--- src/rtl/ecc_scrub_ctrl.sv ---
// ecc_scrub_ctrl: background scrubber that reads each word, runs it through the
// SEC corrector and writes back words whose data bits were corrected.
module ecc_scrub_ctrl #(
  parameter int ADDR_W   = 8,
  parameter int INTERVAL = 1024,
  parameter int CNT_W    = 16
) (
  input  logic              clk,
  input  logic              rst,
  input  logic              en,
  input  logic              clr_cnt,
  output logic              mem_req,
  input  logic              mem_gnt,
  output logic              mem_we,
  output logic [ADDR_W-1:0] mem_addr,
  output logic [31:0]       mem_wdata,
  output logic [7:0]        mem_wcheck,
  input  logic              mem_rvalid,
  input  logic [31:0]       mem_rdata,
  input  logic [7:0]        mem_rcheck,
  output logic [31:0]       cor_din,
  output logic [7:0]        cor_cin,
  output logic              cor_en,
  input  logic [31:0]       cor_dout,
  output logic              corrected,
  output logic              pass_done,
  output logic [CNT_W-1:0]  err_cnt,
  output logic              busy
);
  typedef enum logic [2:0] {IDLE, WAIT, RD_REQ, RD_WAIT, CHECK, WR_REQ, NEXT} state_t;
  localparam logic [15:0] IVL_LOAD = 16'(INTERVAL - 1);
  state_t            state_q, state_d;
  logic [ADDR_W-1:0] ptr_q, ptr_d;
  logic [15:0]       ivl_q, ivl_d;
  logic [31:0]       data_q, data_d, wdata_q, wdata_d;
  logic [7:0]        chk_q, chk_d;
  logic [CNT_W-1:0]  cnt_q, cnt_d;
  always_comb begin
    state_d   = state_q;
    ptr_d     = ptr_q;
    ivl_d     = ivl_q;
    data_d    = data_q;
    chk_d     = chk_q;
    wdata_d   = wdata_q;
    cnt_d     = cnt_q;
    corrected = 1'b0;
    pass_done = 1'b0;
    case (state_q)
      IDLE: if (en) begin
        ivl_d   = IVL_LOAD;
        state_d = WAIT;
      end
      WAIT: if (!en) state_d = IDLE;
        else if (ivl_q == 16'd0) state_d = RD_REQ;
        else ivl_d = ivl_q - 16'd1;
      RD_REQ: if (mem_gnt) state_d = RD_WAIT;
      RD_WAIT: if (mem_rvalid) begin
        data_d  = mem_rdata;
        chk_d   = mem_rcheck;
        state_d = CHECK;
      end
      CHECK: if (cor_dout != data_q) begin
        wdata_d   = cor_dout;
        corrected = 1'b1;
        cnt_d     = &cnt_q ? cnt_q : cnt_q + CNT_W'(1);
        state_d   = WR_REQ;
      end else state_d = NEXT;
      WR_REQ: if (mem_gnt) state_d = NEXT;
      NEXT: begin
        ptr_d     = ptr_q + ADDR_W'(1);
        pass_done = &ptr_q;
        ivl_d     = en ? IVL_LOAD : ivl_q;
        state_d   = en ? WAIT : IDLE;
      end
      default: state_d = IDLE;
    endcase
    // clear takes priority over a same-cycle correction
    cnt_d = clr_cnt ? '0 : cnt_d;
  end
  always_ff @(posedge clk or posedge rst) begin
    if (rst) begin
      state_q <= IDLE;
      ptr_q   <= '0;
      ivl_q   <= '0;
      data_q  <= '0;
      chk_q   <= '0;
      wdata_q <= '0;
      cnt_q   <= '0;
    end else begin
      state_q <= state_d;
      ptr_q   <= ptr_d;
      ivl_q   <= ivl_d;
      data_q  <= data_d;
      chk_q   <= chk_d;
      wdata_q <= wdata_d;
      cnt_q   <= cnt_d;
    end
  end
  assign mem_req    = state_q == RD_REQ || state_q == WR_REQ;
  assign mem_we     = state_q == WR_REQ;
  assign mem_addr   = ptr_q;
  assign mem_wdata  = wdata_q;
  assign mem_wcheck = chk_q;
  assign cor_din    = data_q;
  assign cor_cin    = chk_q;
  assign cor_en     = state_q == CHECK;
  assign err_cnt    = cnt_q;
  assign busy       = !(state_q == IDLE || state_q == WAIT);
endmodule

--- config.mk ---
export PLATFORM = sky130hd
export DESIGN_NAME = ecc_scrub_ctrl
export DESIGN_NICKNAME = d
export VERILOG_FILES = /design/src/rtl/ecc_scrub_ctrl.sv
export SDC_FILE = /design/constraint.sdc
export NUM_CORES = 1
export LEC_CHECK = 0
export CORE_MARGIN = 3
export CORE_UTILIZATION = 49
export DETAILED_ROUTE_END_ITERATION = 8
export PLACE_DENSITY = 0.85
export SLEW_MARGIN = 20
export SYNTH_ARGS = -nofsm -noshare
export SYNTH_HDL_FRONTEND = slang
export SYNTH_SLANG_ARGS = --single-unit
--- constraint.sdc ---
create_clock -name clk -period 7.78 [get_ports clk]
set_input_delay 1.556 -clock clk [delete_from_list [all_inputs] [get_ports clk]]
set_output_delay 1.556 -clock clk [all_outputs]
set_load 0.02 [all_outputs]
==> results of run 1 <==
## registers in the layout (all words and copies together), names as in the netlist
| register | cells |
|---|---|
| cor_cin | 8 |
| cor_din | 32 |
| err_cnt | 16 |
| ivl_q | 16 |
| mem_addr | 8 |
| mem_wdata | 32 |
| state_q | 3 |
## through the flow
stage               hold WS [ns]  std cells   util
CTS                        0.508        807  0.737
finish                     0.503        807  0.738
global route               0.525        807  0.738
detailed placement         0.496        775  0.680
global placement           0.479        775  0.680
floorplan                  0.472        473      -
## final cells by class
class	instances	area [um^2]
clock buffer	22	464
clock inverter	10	155
fill	724	2870
inverter	12	47.5
multi-input combinational	318	2450
sequential	115	2880
tap	140	175
timing repair buffer	190	1890
## logic make-up (layout without fill, tap and decap cells)
family | after synthesis | in the layout | share of synthesized area
adder cells (fa/ha/maj) | 4 | 4 | 0.00907
AO/OA/AOI/OAI | 61 | 61 | 0.0773
multiplexers | 76 | 76 | 0.155
flip-flops | 115 | 115 | 0.522
XOR/XNOR | 48 | 48 | 0.0762
AND/OR/NAND/NOR | 129 | 129 | 0.125
buffers and inverters | 40 | 234 | 0.0361
## synthesized netlist by cell type (all sizes together), types with 2 or more instances
cell type    n  area [um^2]
o211ai       6         55.1
dfrtp      115         2880
ha           4         50.1
xor2         7         61.3
o21a         2         15.0
and3        10         62.6
buf         17          113
mux2        74          833
or2          2         12.5
o31ai        7         52.6
xnor2       41          359
nor3         9         45.0
a2111oi      2         17.5
and2         3         18.8
nand2       25         93.8
nor2        18         67.6
nand3       17         85.1
a21oi       16         80.1
nand4       12         75.1
or4          8         60.1
o21ai       13         65.1
a211oi       3         22.5
clkbuf      11         41.3
nor2b        3         18.8
inv         12         45.0
nor4         6         43.8
nand2b       4         25.0
or3          9         56.3
mux2i        2         20.0
## final timing paths
check	start	to	slack, ns	cells after the start
max reg2reg	cor_din[28]$_DFFE_PP0P_	err_cnt[12]$_DFFE_PP0P_	5.14	7
max in group asynchronous	rst	mem_addr[6]$_DFFE_PP0P_	4.89	3
max	cor_dout[28]	corrected	1.82	8
min	mem_wdata[29]$_DFFE_PP0P_	mem_wdata[29]$_DFFE_PP0P_	0.50	1
min in group asynchronous	rst	cor_cin[1]$_DFFE_PP0P_	1.53	2
min reg2reg	mem_wdata[29]$_DFFE_PP0P_	mem_wdata[29]$_DFFE_PP0P_	0.50	1
## worst max-delay path, cell delays in order
cell,delay (ns)
clkdlybuf4s50_1,0.52
xnor2_1,0.14
nand4_1,0.13
nor4_1,0.50
a31o_2,0.23
buf_4,0.54
inv_1,0.16
clkdlybuf4s50_1,0.58
## per-layer routing
| metal | vias to the layer above | track usage | wire length, um |
|---|---|---|---|
| met5 | - | 0 | 0 |
| met4 | 0 | 0.0713 | 187 |
| met3 | 11 | 0.104 | 1390 |
| met2 | 171 | 0.421 | 7890 |
| met1 | 2241 | 0.301 | 5980 |
| li1 | 2066 | - | - |
## power by group
part / internal (mW) / switching [mW] / total [mW]
Combinational: 0.714 / 0.680 / 1.39
Sequential: 0.816 / 0.200 / 1.02
Clock: 0.550 / 0.267 / 0.818
Total: 2.08 / 1.15 / 3.23
==> summary.txt, run 1 <==
Setup path
  • Critical-path maximum fanout: 58
  • Crit path capture type: output pin
  • Startpoint types: primary input
  • CP Data Arrival Time: around 4.4 ns
  • Kind of critical path: primary input to output pin
  • Required time of the critical path: 6.22 ns

Placement
  • Pre-CTS setup slack: 1.88 ns
  • Placed cell area: 7440 um^2
  • Port bufs: approximately 190
  • Final HPWL DP: ~11 mm
  • GPL Wtd Cong: 0.843

Power and ir drop
  • Overall Power: around 3.2 mW
  • Peak VDD IR: around 0.32 mV
  • P per Cell Area: 400 nW/um^2
  • Leak: 3.27 nW

Logic synthesis
  • Post-synth ARST share: 1.00
  • Most used DFF post-synth: dfrtp_1
  • Syn Area/Cell: 11.7 um^2
  • Synth warnings: 0
  • Syn Nets: 555
  • Cells after synthesis: between 400 and 500
  • Post-Synthesis Cell Area: roughly 5500 um^2
  • Number of synthesized register bits: 115
  • Synth unique cells: 50
  • Post-synth EDFFs: 0
  • Sequential-to-total area share from yosys stat: 0.522

Global route
  • Congestion Overflow GR: 0
  • Total GRT Usage: 0.252
  • Largest net degree at the start of global routing: 79
  • Antenna violations before repair: 0
  • Global-route wire length before repair: 25.0 mm
  • Vias in the first global route: 4751

STA
  • Worst setup margin: 1.82 ns
  • RSZ-0062 raised after global routing: no
  • Worst-margin pin slew: between 0.9 and 1 ns
  • Max Clk Rate: around 170 MHz
  • Worst Skew: 0.0133 ns
  • Final Max Slew Viols: 0
  • Setup Viol. Count Final: 0
  • Worst slew margin: 0.350
  • Final Hold Fails: 0
  • Final Cycle Share: 0.766
  • Period minus WS final: just under 6 ns
  • Setup TNS Final: 0 ns

Final layout
  • Most frequent cells in the layout: 187 x clkdlybuf4s50_1, 115 x dfrtp_1, 74 x mux2_2, 41 x xnor2_1, 25 x nand2_1
  • Commonest non-fill, non-tap cell in the layout: clkdlybuf4s50_1
  • Fin nets: 736
  • Fin area: 8070 um^2
  • Share of cells above drive strength 1: 0.171
  • # diodes: 0
  • Layout area overhead: 46.2%

CTS
  • Root Driver: clkbuf_16
  • Reg clk slew, reported paths: 0.05 ns
  • Htree depth: 4
  • Worst skew pair latency: 0.41 ns
  • Post-CTS Setup Repair Bufs: 0
  • CTS tree: done
  • Clock buffers created by TritonCTS: 17
  • CTS Hold Buffers Added: 0
  • Num Clock Sinks: 115
  • Maximum root-to-sink buffer count: 2
  • PostCTS Resize Cnt: 0

Route
  • Antenna Nets Post-Route: 0
  • First-pass DRT Iterations: 4
  • Routed vias/inst: 5.56
  • Via Count: 4489
  • Starting DRC count in detailed routing: 220
  • Wire per inst: 19.1 um
  • Final wirelength: about 15 mm
  • Remaining DRCs: 0

Die
  • Die X-Extent: ~110 um
  • Die Ht: 112 um
  • Initial core utilization: 0.504
  • Core footprint: ~11000 um^2
  • Row count: 38
  • IO Pins: between 150 and 200
  • Die ar.: 12600 um^2

Worst hold path
  • Hold Crit Class: flop to flop

Job
  • Max-cap check violation count: 0

Outcome
  • Status: finished clean
(Power assumes the default switching activity.)
==> run 2: changes to the inputs <==
- CORE_UTILIZATION: 49 -> 41
- PLACE_DENSITY: 0.85 -> 0.76
- clock period: 7.78 -> 5.1 ns (I/O delays scaled with it)
==> run 2 against run 1 <==
Clock skew down 0.0056 ns; clock-buffer cell count unchanged; critical path depth unchanged; sequential share of layout area down 0.11 points; sequential power up 50%; via count down 1.0%; non-clock buffer count up 2.
==> summary.txt, run 2 (synthesized netlist as in run 1, its figures left out) <==
Placement
  • Placed cell area: 7490 um^2 (was 7440 um^2)
  • Port bufs: 187 (unchanged)
  • GPL Wtd Cong: 0.849 (was 0.843)
  • Pre-CTS setup slack: 1.01 ns (was 1.88 ns)
  • Post-Place Cells: 809 (was 775)
  • Final HPWL DP: 10.9 mm (was 11.0 mm)

Die
  • IO Pins: 188 (unchanged)
  • Row count: 41 (was 38)
  • Die X-Extent: 122 um (was 112 um)
  • Die Ht: 122 um (was 112 um)
  • Core footprint: 12900 um^2 (was 10900 um^2)
  • Initial core utilization: 0.428 (was 0.504)
  • Die ar.: 14900 um^2 (was 12600 um^2)

Setup path
  • CP Data Arrival Time: 3.05 ns (was 4.40 ns)
  • Required time of the critical path: 4.08 ns (was 6.22 ns)
  • Crit path capture type: output pin (unchanged)
  • CP dominant cell by count: clkdlybuf4s50_1 (unchanged)
  • Critical path's top delay family: buffers and inverters (unchanged)
  • Critical path, cell by cell: clkdlybuf4s50_1, xnor2_1, nand4_1, nor4_1, buf_4, a31o_2, inv_1, clkdlybuf4s50_1 (was clkdlybuf4s50_1, xnor2_1, nand4_1, nor4_1, a31o_2, buf_4, inv_1, clkdlybuf4s50_1)
  • Critical path's slowest cell: clkdlybuf4s50_1 (unchanged)
  • Worst path max stage delay: 0.53 ns (was 0.58 ns)
  • Startpoint types: primary input (unchanged)
  • WP buf/inv: 4 (unchanged)
  • Critical-path maximum fanout: 3 (was 58)
  • Kind of critical path: primary input to output pin (unchanged)

Global route
  • Vias in the first global route: 4613 (was 4751)
  • Largest net degree at the start of global routing: 58 (was 79)
  • Met1 Use GR: 0.244 (was 0.301)
  • Busiest layer in global routing: met2 (unchanged)
  • Global-route wire length before repair: 24.2 mm (was 25.0 mm)
  • Total GRT Usage: 0.211 (was 0.252)
  • GR met2 Demand/Resource: 0.337 (was 0.421)
  • M3 GR Usage: 0.102 (was 0.104)
  • Congestion Overflow GR: 0 (unchanged)
  • Antenna violations before repair: 0 (unchanged)

Worst hold path
  • Hold Crit Class: flop to flop (unchanged)

STA
  • Period minus WS final: 4.07 ns
  • Setup TNS Final: 0 ns (unchanged)
  • Worst slew margin: 0.379 (was 0.350)
  • RSZ-0062 raised after global routing: no (unchanged)
  • Worst setup margin: 1.03 ns (was 1.82 ns)
  • Final Cycle Share: 0.798
  • Final Hold Fails: 0 (unchanged)
  • Max Clk Rate: between 200 and 250 MHz
  • Worst Skew: 0.00770 ns (was 0.0133 ns)
  • Fin Hold WS: 0.483 ns (was 0.503 ns)
  • Worst-margin pin slew: 0.908 ns (was 0.975 ns)
  • Setup Viol. Count Final: 0 (unchanged)
  • Final Max Slew Viols: 0 (unchanged)

Route
  • Starting DRC count in detailed routing: 175 (was 220)
  • Remaining DRCs: 0 (unchanged)
  • Antenna Nets Post-Route: 0 (unchanged)
  • Wire per inst: 17.9 um (was 19.1 um)
  • Via Count: 4443 (was 4489)
  • Final wirelength: 15.1 mm (was 15.4 mm)
  • First-pass DRT Iterations: 4 (unchanged)
  • Routed vias/inst: 5.28 (was 5.56)

Final layout
  • Fin nets: 738 (was 736)
  • Core Util, Final: 0.628 (was 0.738)
  • Commonest non-fill, non-tap cell in the layout: clkdlybuf4s50_1 (unchanged)
  • Layout area overhead: 46.7% (was 46.2%)
  • Share of cells above drive strength 1: 0.176 (was 0.171)
  • Fin cells: 841 (was 807)
  • Fin area: 8090 um^2 (was 8070 um^2)
  • # diodes: 0 (unchanged)
  • Most frequent cells in the layout: 187 x clkdlybuf4s50_1, 115 x dfrtp_1, 74 x mux2_2, 41 x xnor2_1, 25 x nand2_1 (unchanged)

Power and ir drop
  • Peak VDD IR: 0.469 mV (was 0.322 mV)
  • Flop pwr share: 0.318 (was 0.315)
  • Sw power: 1.73 mW (was 1.15 mW)
  • Internal power: 3.10 mW (was 2.08 mW)
  • Overall Power: 4.83 mW (was 3.23 mW)
  • Combinational Power Share: 0.439 (was 0.432)
  • Switch share: 0.358 (was 0.355)
  • Clock Power Share: 0.244 (was 0.253)
  • Leak: 3.27 nW (about the same)
  • P per Cell Area: 597 nW/um^2 (was 400 nW/um^2)

CTS
  • Root Driver: clkbuf_16 (unchanged)
  • Num Clock Sinks: 115 (unchanged)
  • CTS tree: done (unchanged)
  • Reg clk slew, reported paths: 0.05 ns (about the same)
  • Worst skew pair latency: 0.41 ns (about the same)
  • CTS Hold Buffers Added: 0 (unchanged)
  • Htree depth: 4 (unchanged)
  • Clock buffers created by TritonCTS: 17 (unchanged)
  • Post-CTS Setup Repair Bufs: 0 (unchanged)
  • PostCTS Resize Cnt: 0 (unchanged)
  • Maximum root-to-sink buffer count: 2 (unchanged)

Job
  • Max-cap check violation count: 0 (unchanged)

Outcome
  • Status: finished clean (unchanged)
## run 2: changes by cell type in the layout (fill, tap and decap cells not counted)
cell       change
buf_4          +2
clkinv_2       +2
bufinv_16      -2
clkbuf_8       +2
clkbuf_1       -2
## run 2: power groups by stage
stage / clock network, mW / registers, mW / logic [mW]
finish: 1.18 / 1.53 / 2.12
global route: 1.24 / 1.58 / 2.25
CTS: 1.20 / 1.53 / 2.14
detailed placement: 0 / 1.54 / 2.12
global placement: 0 / 1.52 / 2.10
floorplan: 0 / 1.84 / 0.850
## run 2: cell type report
| class | instances | area, um^2 |
|---|---|---|
| clock inverter | 10 | 105 |
| clock buffer | 22 | 484 |
| sequential | 115 | 2880 |
| inverter | 12 | 47.5 |
| fill | 982 | 4780 |
| tap | 172 | 215 |
| timing repair buffer | 192 | 1910 |
| multi-input combinational | 318 | 2450 |
## run 2: path summary, 6_finish.rpt
kind / startpoint / end / slack (ns) / depth (start not counted)
max: cor_dout[4] / corrected / 1.03 / 8
min: mem_addr[6]$_DFFE_PP0P_ / mem_addr[6]$_DFFE_PP0P_ / 0.48 / 1
max reg2reg: ivl_q[4]$_DFFE_PP0P_ / ivl_q[4]$_DFFE_PP0P_ / 2.40 / 6
min reg2reg: mem_addr[6]$_DFFE_PP0P_ / mem_addr[6]$_DFFE_PP0P_ / 0.48 / 1
max in group asynchronous: rst / ivl_q[6]$_DFFE_PP0P_ / 3.16 / 3
min in group asynchronous: rst / cor_cin[7]$_DFFE_PP0P_ / 1.03 / 2
## run 2: layer usage
layer	vias to the layer above	share of wire
met5	-	0
met2	164	0.48
met3	26	0.098
met4	0	0.026
met1	2184	0.39
li1	2069	-
